## config.mk

```make
export PLATFORM = sky130hd
export DESIGN_NAME = prog_clk_divider
export DESIGN_NICKNAME = d
export VERILOG_FILES = /design/src/rtl/clk_div_channel.sv /design/src/rtl/prog_clk_divider.sv
export SDC_FILE = /design/constraint.sdc
export NUM_CORES = 1
export LEC_CHECK = 0
export ABC_AREA = 1
export CORE_MARGIN = 8
export CORE_UTILIZATION = 54
export CTS_CLUSTER_DIAMETER = 200
export DETAILED_ROUTE_END_ITERATION = 6
export PLACE_DENSITY = 0.82
export SKIP_LAST_GASP = 1
export SLEW_MARGIN = 20
export SYNTH_ARGS = -nofsm -noshare
export SYNTH_HDL_FRONTEND = slang
export SYNTH_SLANG_ARGS = --single-unit
```

## constraint.sdc

```tcl
create_clock -name I_CLK -period 2.3 [get_ports I_CLK]
set_input_delay 0.575 -clock I_CLK [delete_from_list [all_inputs] [get_ports I_CLK]]
set_output_delay 0.575 -clock I_CLK [all_outputs]
set_load 0.1 [all_outputs]
```

## src/rtl/clk_div_channel.sv

```systemverilog
// One channel of the programmable clock divider: IDLE/RUN FSM, period
// counter and the divide-ratio / high-time clamp. New ratios are only taken
// at period boundaries (or on a sync restart) so O_CLK never glitches.
module clk_div_channel #(
    parameter int W = 16
) (
    input  logic         I_CLK,
    input  logic         I_RST_N,
    input  logic         I_EN,
    input  logic [W-1:0] I_DIV,
    input  logic [W-1:0] I_HIGH,
    input  logic         I_SYNC,
    output logic         O_CLK,
    output logic         O_TICK,
    output logic         O_BUSY
);

    typedef enum logic {
        IDLE = 1'b0,
        RUN  = 1'b1
    } state_t;

    localparam logic [W-1:0] ONE   = W'(1);
    localparam logic [W-1:0] D_MIN = W'(2);
    localparam logic [W-1:0] H_MIN = W'(1);

    // Period is at least 2 cycles so both phases can exist.
    function automatic logic [W-1:0] clamp_div(input logic [W-1:0] d);
        return (d < D_MIN) ? D_MIN : d;
    endfunction

    // High time is 1..d-1; d must already be clamped.
    function automatic logic [W-1:0] clamp_high(input logic [W-1:0] h,
                                                input logic [W-1:0] d);
        logic [W-1:0] hc;
        hc = (h == '0) ? H_MIN : h;
        if (hc >= d) hc = d - ONE;
        return hc;
    endfunction

    state_t       state_q, state_d;
    logic [W-1:0] cnt_q, cnt_d;
    logic [W-1:0] d_q, d_d;
    logic [W-1:0] h_q, h_d;
    logic         clk_q, clk_d;
    logic         tick_q, tick_d;

    logic [W-1:0] div_c;
    logic [W-1:0] high_c;
    logic [W-1:0] cnt_inc;
    logic         period_end;

    assign div_c      = clamp_div(I_DIV);
    assign high_c     = clamp_high(I_HIGH, div_c);
    assign cnt_inc    = cnt_q + ONE;
    assign period_end = (cnt_q == d_q - ONE);

    // State and output registers; reset parks the channel in IDLE.
    always_ff @(posedge I_CLK or negedge I_RST_N) begin
        if (!I_RST_N) begin
            state_q <= IDLE;
            cnt_q   <= '0;
            d_q     <= D_MIN;
            h_q     <= H_MIN;
            clk_q   <= 1'b0;
            tick_q  <= 1'b0;
        end else begin
            state_q <= state_d;
            cnt_q   <= cnt_d;
            d_q     <= d_d;
            h_q     <= h_d;
            clk_q   <= clk_d;
            tick_q  <= tick_d;
        end
    end

    // Next-state: start, count, reload at period end or sync, stop when disabled.
    always_comb begin
        logic load;
        state_d = state_q;
        cnt_d   = cnt_q;
        d_d     = d_q;
        h_d     = h_q;
        clk_d   = clk_q;
        tick_d  = 1'b0;
        load    = 1'b0;

        case (state_q)
            IDLE: begin
                cnt_d = '0;
                clk_d = 1'b0;
                if (I_EN) begin
                    load    = 1'b1;
                    state_d = RUN;
                end
            end
            RUN: begin
                if (I_SYNC || period_end) begin
                    if (I_EN) begin
                        load = 1'b1;
                    end else begin
                        state_d = IDLE;
                        cnt_d   = '0;
                        clk_d   = 1'b0;
                    end
                end else begin
                    cnt_d = cnt_inc;
                    clk_d = (cnt_inc < h_q);
                end
            end
            default: begin
                state_d = IDLE;
                cnt_d   = '0;
                clk_d   = 1'b0;
            end
        endcase

        if (load) begin
            d_d    = div_c;
            h_d    = high_c;
            cnt_d  = '0;
            clk_d  = 1'b1;
            tick_d = 1'b1;
        end
    end

    assign O_CLK  = clk_q;
    assign O_TICK = tick_q;
    assign O_BUSY = (state_q == RUN);

endmodule

```

## src/rtl/prog_clk_divider.sv

```systemverilog
// Multi-channel programmable clock divider: N independent channels sharing
// one system clock and one global phase-restart pulse.
module prog_clk_divider #(
    parameter int N = 4,
    parameter int W = 16
) (
    input  logic           I_CLK,
    input  logic           I_RST_N,
    input  logic [N-1:0]   I_EN,
    input  logic [N*W-1:0] I_DIV,
    input  logic [N*W-1:0] I_HIGH,
    input  logic           I_SYNC,
    output logic [N-1:0]   O_CLK,
    output logic [N-1:0]   O_TICK,
    output logic [N-1:0]   O_BUSY
);

    for (genvar k = 0; k < N; k++) begin : g_ch
        clk_div_channel #(
            .W (W)
        ) u_ch (
            .I_CLK   (I_CLK),
            .I_RST_N (I_RST_N),
            .I_EN    (I_EN[k]),
            .I_DIV   (I_DIV[k*W +: W]),
            .I_HIGH  (I_HIGH[k*W +: W]),
            .I_SYNC  (I_SYNC),
            .O_CLK   (O_CLK[k]),
            .O_TICK  (O_TICK[k]),
            .O_BUSY  (O_BUSY[k])
        );
    end

endmodule

```

==> out/results.tsv, run 1 <==
metric	value	unit
status	finished, violations left	
failing checks	design-rule violations, negative setup slack	
worst r2r path cells	15	
Avg Inst Size Synth	6.600	µm²
post-DR wirelength/cell	19.60	µm
Synth Instances	2625	
FF+latch count, synth	204	
Clk Tree Root Cell	clkbuf_16	
Port Buffer Count	146	
Final Hold Vio Count	0	
Pint	8.466	mW
Synth area leaders	dfrtp_1 (28%), nand2_1 (16%), ha_1 (9.8%)	
core region area	31560	µm²
Post-synth EDFFs	0	
commonest non-fill, non-tap cells in the layout	nand2_1 (665), buf_4 (532), inv_1 (355)	
Slew Viols, Final	0	
Compound-Gate Fraction of Synth Area	5.626	%
Design Area, Final	25870	µm²
yosys warns	0	
combinational family with the most area after synthesis	simple AND/OR/NAND/NOR gates	
routability cong.	0.9579	
Synth Cell Area	17320	µm²
area post-placement	21490	µm²
Synth Area in Simple Gates	35.45	%
initial antenna violation count	2	
crit path launch type	register	
vias in the first global route	20590	
Worst-Skew Late Latency	540	ps
Reg power frac	33.2	%
drt drc	13	
die footprint	38070	µm²
Nets	3521	
leading area contributor after synthesis	dfrtp_1	
I/O Pins	147	
most common cell after layout, fill and taps aside	nand2_1	
XOR/XNOR Fraction of Synth Area	6.623	%
Clock transition at path regs	60	ps
fin crit share	122.1	%
worst r2r src	g_ch[3].u_ch.cnt_q[1]	
# Max-Cap Violations	0	
pwr dens	514.9	nW/µm²
die height	195.1	µm
Final min period	2808	ps
fill count	1691	
CTS tree	built	
Die X	195.1	µm
switching share of total power	36.43	%
DRT iter0 DRCs	2376	
beginning of the critical path	g_ch[3].u_ch.cnt_q[1]	
CTS buffer count	23	
P_leak	13.82	nW
clk sinks	204	
Vias	21710	
measured slew at the worst slew-check pin	1327	ps
Pre-antenna DRT Iters	7	
Congestion Overflow GR	0	
Rows	65	
final wirelength	71.90	mm
Initial Utilization	54.90	%
Max clock buf depth	3	
mux contribution to synthesized area	0	%
Synth Area in Adders	9.822	%
RSZ-0062 raised after global routing	true	
Min Hold Slack	15.54	ps
Net Sw Power	4.852	mW
Netlist cell types	43	
post-route ant nets	0	
nature of the critical path endpoint	register	
Synth top area share	28.31	%
Setup Skew	28.02	ps
hpwl dp	39.09	mm
relative slew slack	11.27	%
combinational share of power	36.2	%
crit path DAT	3210	ps
maximum clock frequency	0.3561	GHz
Setup CP Type	reg -> reg	
ys async rst share	100.0	%
area grow syn2layout	49.31	%
CP required	2700	ps
r2r endpoint	g_ch[3].u_ch.O_CLK	
Syn Nets	2896	
maximum VDD drop	471.8	µV
global-route wire length before repair	95.80	mm
largest net degree at the start of global routing	52	
final setup violating endpoints	169	
Worst Slack Setup Final	-508.2	ps
most common flop cell mapped by yosys	dfrtp_1	
TNS Setup	-16740	ps
Worst Hold Class	in -> async	
register area share after synthesis	29.52	%
clock power share	30.6	%
vias per cell	5.916	
layout cells sized above 1	34.38	%
total track usage	29.73	%
H-tree depth	1	
Crit Path Max Fanout	3	
reg2reg setup slack	-510	ps
## cell families (layout without fill, tap and decap cells)
group	Yosys count	in the layout
simple gates	1439	1452
buf+inv	532	1160
flops	204	204
compound gates	183	183
fa+ha+maj	136	136
xor+xnor	131	131
other cells	0	1
## power by group through the flow
stage                     logic [mW]  registers [mW]  clock network [mW]
final                           4.82            4.43                4.07
after floorplan                 2.29            4.27                   0
after global routing            5.17            4.45                4.20
after detailed placement        3.46            4.38                   0
after CTS                       3.92            4.33                4.01
after global placement          3.32            4.37                   0
## cell type report
cell class / count / area [µm²] / share of cell area, %
multi-input cells: 1902 / 11890 / 45.95
repair buffers: 720 / 6020 / 23.27
flip-flops and latches: 204 / 5126 / 19.82
inverters: 396 / 1489 / 5.756
clock buffers: 33 / 673.1 / 2.602
well taps: 402 / 503.0 / 1.944
clock inverters: 8 / 145.1 / 0.5611
repair inverters: 3 / 22.52 / 0.08707
diodes: 1 / 2.502 / 0.009674
## how the worst max path moves through the flow
| stage | to | cells after the start |
|---|---|---|
| after CTS | g_ch[2].u_ch.O_CLK | 15 |
| after global routing | g_ch[3].u_ch.O_CLK | 15 |
| after global placement | g_ch[0].u_ch.h_q[8] | 18 |
| after detailed placement | g_ch[0].u_ch.h_q[12] | 19 |
| final | g_ch[3].u_ch.O_CLK | 15 |
| after floorplan | g_ch[3].u_ch.O_CLK | 15 |
## worst max-delay path, cell delays in order (launching register included)
cell and delay, ps:
dfrtp_1 370, ha_2 200, nand3_2 70, nor2_1 110
nand2_1 110, nor3_4 250, nand3_4 140, nor2_4 140
xor2_2 230, inv_2 80, ha_4 270, nand4_1 180
nor3_2 270, a21oi_2 100, nand4_1 100, nand2_1 50
## state kept, by name, summed over array words and instances (netlist names)
register          count
g_ch.u_ch.O_CLK       4
g_ch.u_ch.O_TICK      4
g_ch.u_ch.h_q        64
g_ch.u_ch.cnt_q      64
g_ch.u_ch.O_BUSY      4
g_ch.u_ch.d_q        64
## stage by stage
step           std cells  setup slack [ps]  utilization [%]  total power [mW]
4_1_cts             3598            -388.5            76.82             12.25
5_1_grt             3668            -621.0            81.97             13.82
3_5_place_dp        3396            -892.4            68.10             7.849
3_3_place_gp        3396            -818.2            68.10             7.687
2_1_floorplan       2625            -31.34                -             6.564
6_report            3669            -508.2            81.97             13.32
## what timing repair did
| item | 4_1_cts | 5_1_grt |
|---|---|---|
| buffers inserted | 150 | 54 |
| hold buffers | 0 | 0 |
| pin swaps | 137 | 224 |
| gates cloned | 11 | 26 |
| gates resized for setup | 295 | 489 |
| endpoints found under the setup margin | 144 | 204 |
## cells in the mapped netlist (19+ instances only)
cell type	count
nand3_1	249
nor3_1	23
inv_1	394
buf_6	19
clkbuf_1	82
nor4_1	19
o21ai_0	85
xnor2_1	20
a21oi_1	72
xor2_1	111
buf_4	25
nand4_1	46
dfrtp_1	196
nand2_1	759
ha_1	136
nor2_1	287
## layer usage
| metal | global-route usage, % | wire (µm) |
|---|---|---|
| met5 | 0 | 13 |
| met1 | 32.67 | 25040 |
| met2 | 54.48 | 34880 |
| met4 | 17.04 | 5686 |
| met3 | 3.869 | 6273 |
Power figures use the tool's default switching activity.
==> inputs of run 2 (changes only) <==
Settings changed: CORE_MARGIN 8 to default, CORE_UTILIZATION 54 to 55, DONT_BUFFER_PORTS from default to 1, PLACE_DENSITY 0.82 to 0.77.
==> run 2 against run 1 <==
Compared with the run above: total power shrank 14%; sequential power is 2% lower; the run ends with design-rule violations, negative hold slack, negative setup slack left; worst hold slack worse by 270 ps; sequential cell count stayed put; first-iteration DRC count is 45% lower; global-route usage shrank 1.8 points; core utilization shrank 12 points; highest routed layer is now met4; count of clock-buffer cells in the layout shrank 3; register-to-register slack improved by 150 ps; via count down 19%.
==> out/results.tsv, run 2 (same netlist as run 1, synthesis figures left out) <==
metric	value	unit
clk sinks	204	
area grow syn2layout	24.04	%
CTS buffer count	23	
pwr dens	535.5	nW/µm²
# Max-Cap Violations	0	
Clk Tree Root Cell	clkbuf_16	
Setup Skew	13.47	ps
Nets	3031	
vias per cell	5.509	
Max clock buf depth	3	
post-DR wirelength/cell	15.71	µm
Crit Path Max Fanout	2	
final wirelength	49.83	mm
CP max-delay cell	dfrtp_1	
status	finished, violations left	
RSZ-0062 raised after global routing	true	
Die X	179.5	µm
Post-Place Worst Slack	-459.5	ps
Port Buffer Count	0	
Congestion Overflow GR	0	
CP max stage delay	380	ps
Min Hold Slack	-250.4	ps
reg2reg setup slack	-360	ps
Worst Slack Setup Final	-355.3	ps
worst-path cell chain	nand3_2 > nor3_4 > nand3_2 > nor3_4 > buf_4 > buf_4 > buf_4 > xor2_2 > ha_1 > a21oi_1 > o21a_1 > o221ai_2 > a21oi_2 > nand4_1 > nand2_1	
Slew Viols, Final	0	
Clock transition at path regs	60	ps
Regs by FF count	g_ch.u_ch.cnt_q: 64 flops, g_ch.u_ch.d_q: 64 flops, g_ch.u_ch.h_q: 64 flops	
measured slew at the worst slew-check pin	619.5	ps
drt drc	2	
Vias	17470	
Rows	64	
Most common cell on crit path	buf_4	
relative slew slack	58.55	%
failing checks	design-rule violations, negative hold slack, negative setup slack	
Worst-Skew Late Latency	530	ps
die height	179.5	µm
final setup violating endpoints	48	
initial antenna violation count	0	
die footprint	32210	µm²
crit path DAT	3110	ps
Post-Place Cells	3072	
vias in the first global route	16510	
H-tree depth	1	
DRT iter0 DRCs	1302	
total track usage	27.93	%
Pwr Total	11.51	mW
Worst Hold Class	in -> async	
global-route wire length before repair	76.31	mm
Final Hold Vio Count	200	
maximum clock frequency	0.3766	GHz
P_leak	11.31	nW
layout cells sized above 1	20.71	%
routability cong.	0.9695	
nature of the critical path endpoint	register	
Pre-antenna DRT Iters	7	
CTS tree	built	
crit path launch type	register	
core region area	30750	µm²
n_diodes	0	
Initial Utilization	56.34	%
post-route ant nets	0	
Layout Cells excl Fill	3172	
CP required	2750	ps
Final min period	2655	ps
Setup CP Type	reg -> reg	
fin crit share	115.4	%
I/O Pins	147	
hpwl dp	33.99	mm
largest net degree at the start of global routing	205	
most common cell after layout, fill and taps aside	nand2_1	
commonest non-fill, non-tap cells in the layout	nand2_1 (700), inv_1 (378), nor2_1 (220)	
maximum VDD drop	552.3	µV
-- run 2: cell types whose count changed in the layout (fill, tap and decap cells not counted), moves of 23 or more --
cell,change
buf_4,-329
clkbuf_2,-67
inv_1,+23
nand2_1,+35
nand2_2,-39
nand3_1,-25
nand3_2,+24
o21ai_0,+33
-- run 2: critical path: cells and delay by family, from the launching register on --
kind / cells / cell delay, ps
AND/OR/NAND/NOR: 6 / 820
buffers and inverters: 3 / 340
adder cells (fa/ha/maj): 1 / 280
AO/OA/AOI/OAI: 4 / 590
XOR/XNOR: 1 / 180
flip-flops: 1 / 380
-- run 2: metal layers --
metal | GRT usage (%) | vias up | wire, µm
li1 | - | 8482 | -
met3 | 3.201 | 131 | 2903
met1 | 35.37 | 8219 | 20650
met4 | 8.379 | 0 | 1579
met5 | 0 | - | 0
met2 | 49.86 | 642 | 24700
-- run 2: layout make-up --
cell class	instances	area (µm²)
Inverter	396	1486
Clock inverter	11	116.4
Tap cell	396	495.5
Fill cell	2449	9261
Sequential cell	204	5115
Multi-Input combinational cell	1903	11530
Timing Repair Buffer	232	2090
Clock buffer	30	651.9
-- run 2: worst paths after layout --
check | from | end | cells after the start
max | g_ch[2].u_ch.cnt_q[0] | g_ch[2].u_ch.O_CLK | 15
min reg2reg | g_ch[2].u_ch.h_q[0] | g_ch[2].u_ch.h_q[0] | 2
min | I_RST_N | g_ch[3].u_ch.d_q[0] | 0
max reg2reg | g_ch[2].u_ch.cnt_q[0] | g_ch[2].u_ch.O_CLK | 15
max in group asynchronous | I_RST_N | g_ch[1].u_ch.d_q[1] | 0
min in group I_CLK | I_EN[0] | g_ch[0].u_ch.O_BUSY | 2
-- run 2: report_power, final --
group	switching (mW)	internal (mW)	leakage [nW]
registers	0.373	3.98	2.59
logic	2.04	1.36	8.33
clock network	1.53	2.22	0.386
-- run 2: per-stage QoR --
step / area [µm²] / utilization, % / hold WS (ps) / TNS, ps
floorplan: 17550 / - / 279.4 / -57.08
global placement: 18700 / 60.83 / 283.7 / -14380
detailed placement: 18700 / 60.83 / 282.9 / -20090
CTS: 20020 / 65.11 / -262.1 / -1340
global route: 21490 / 69.88 / -271.2 / -14180
finish: 21490 / 69.88 / -250.4 / -3582
-- run 2: repair_timing --
item	4_1_cts	5_1_grt
buffers inserted	25	12
endpoints found under the hold margin	204	202
gates cloned	5	18
endpoints found under the setup margin	136	204
pin swaps	34	103
gates resized for setup	56	261
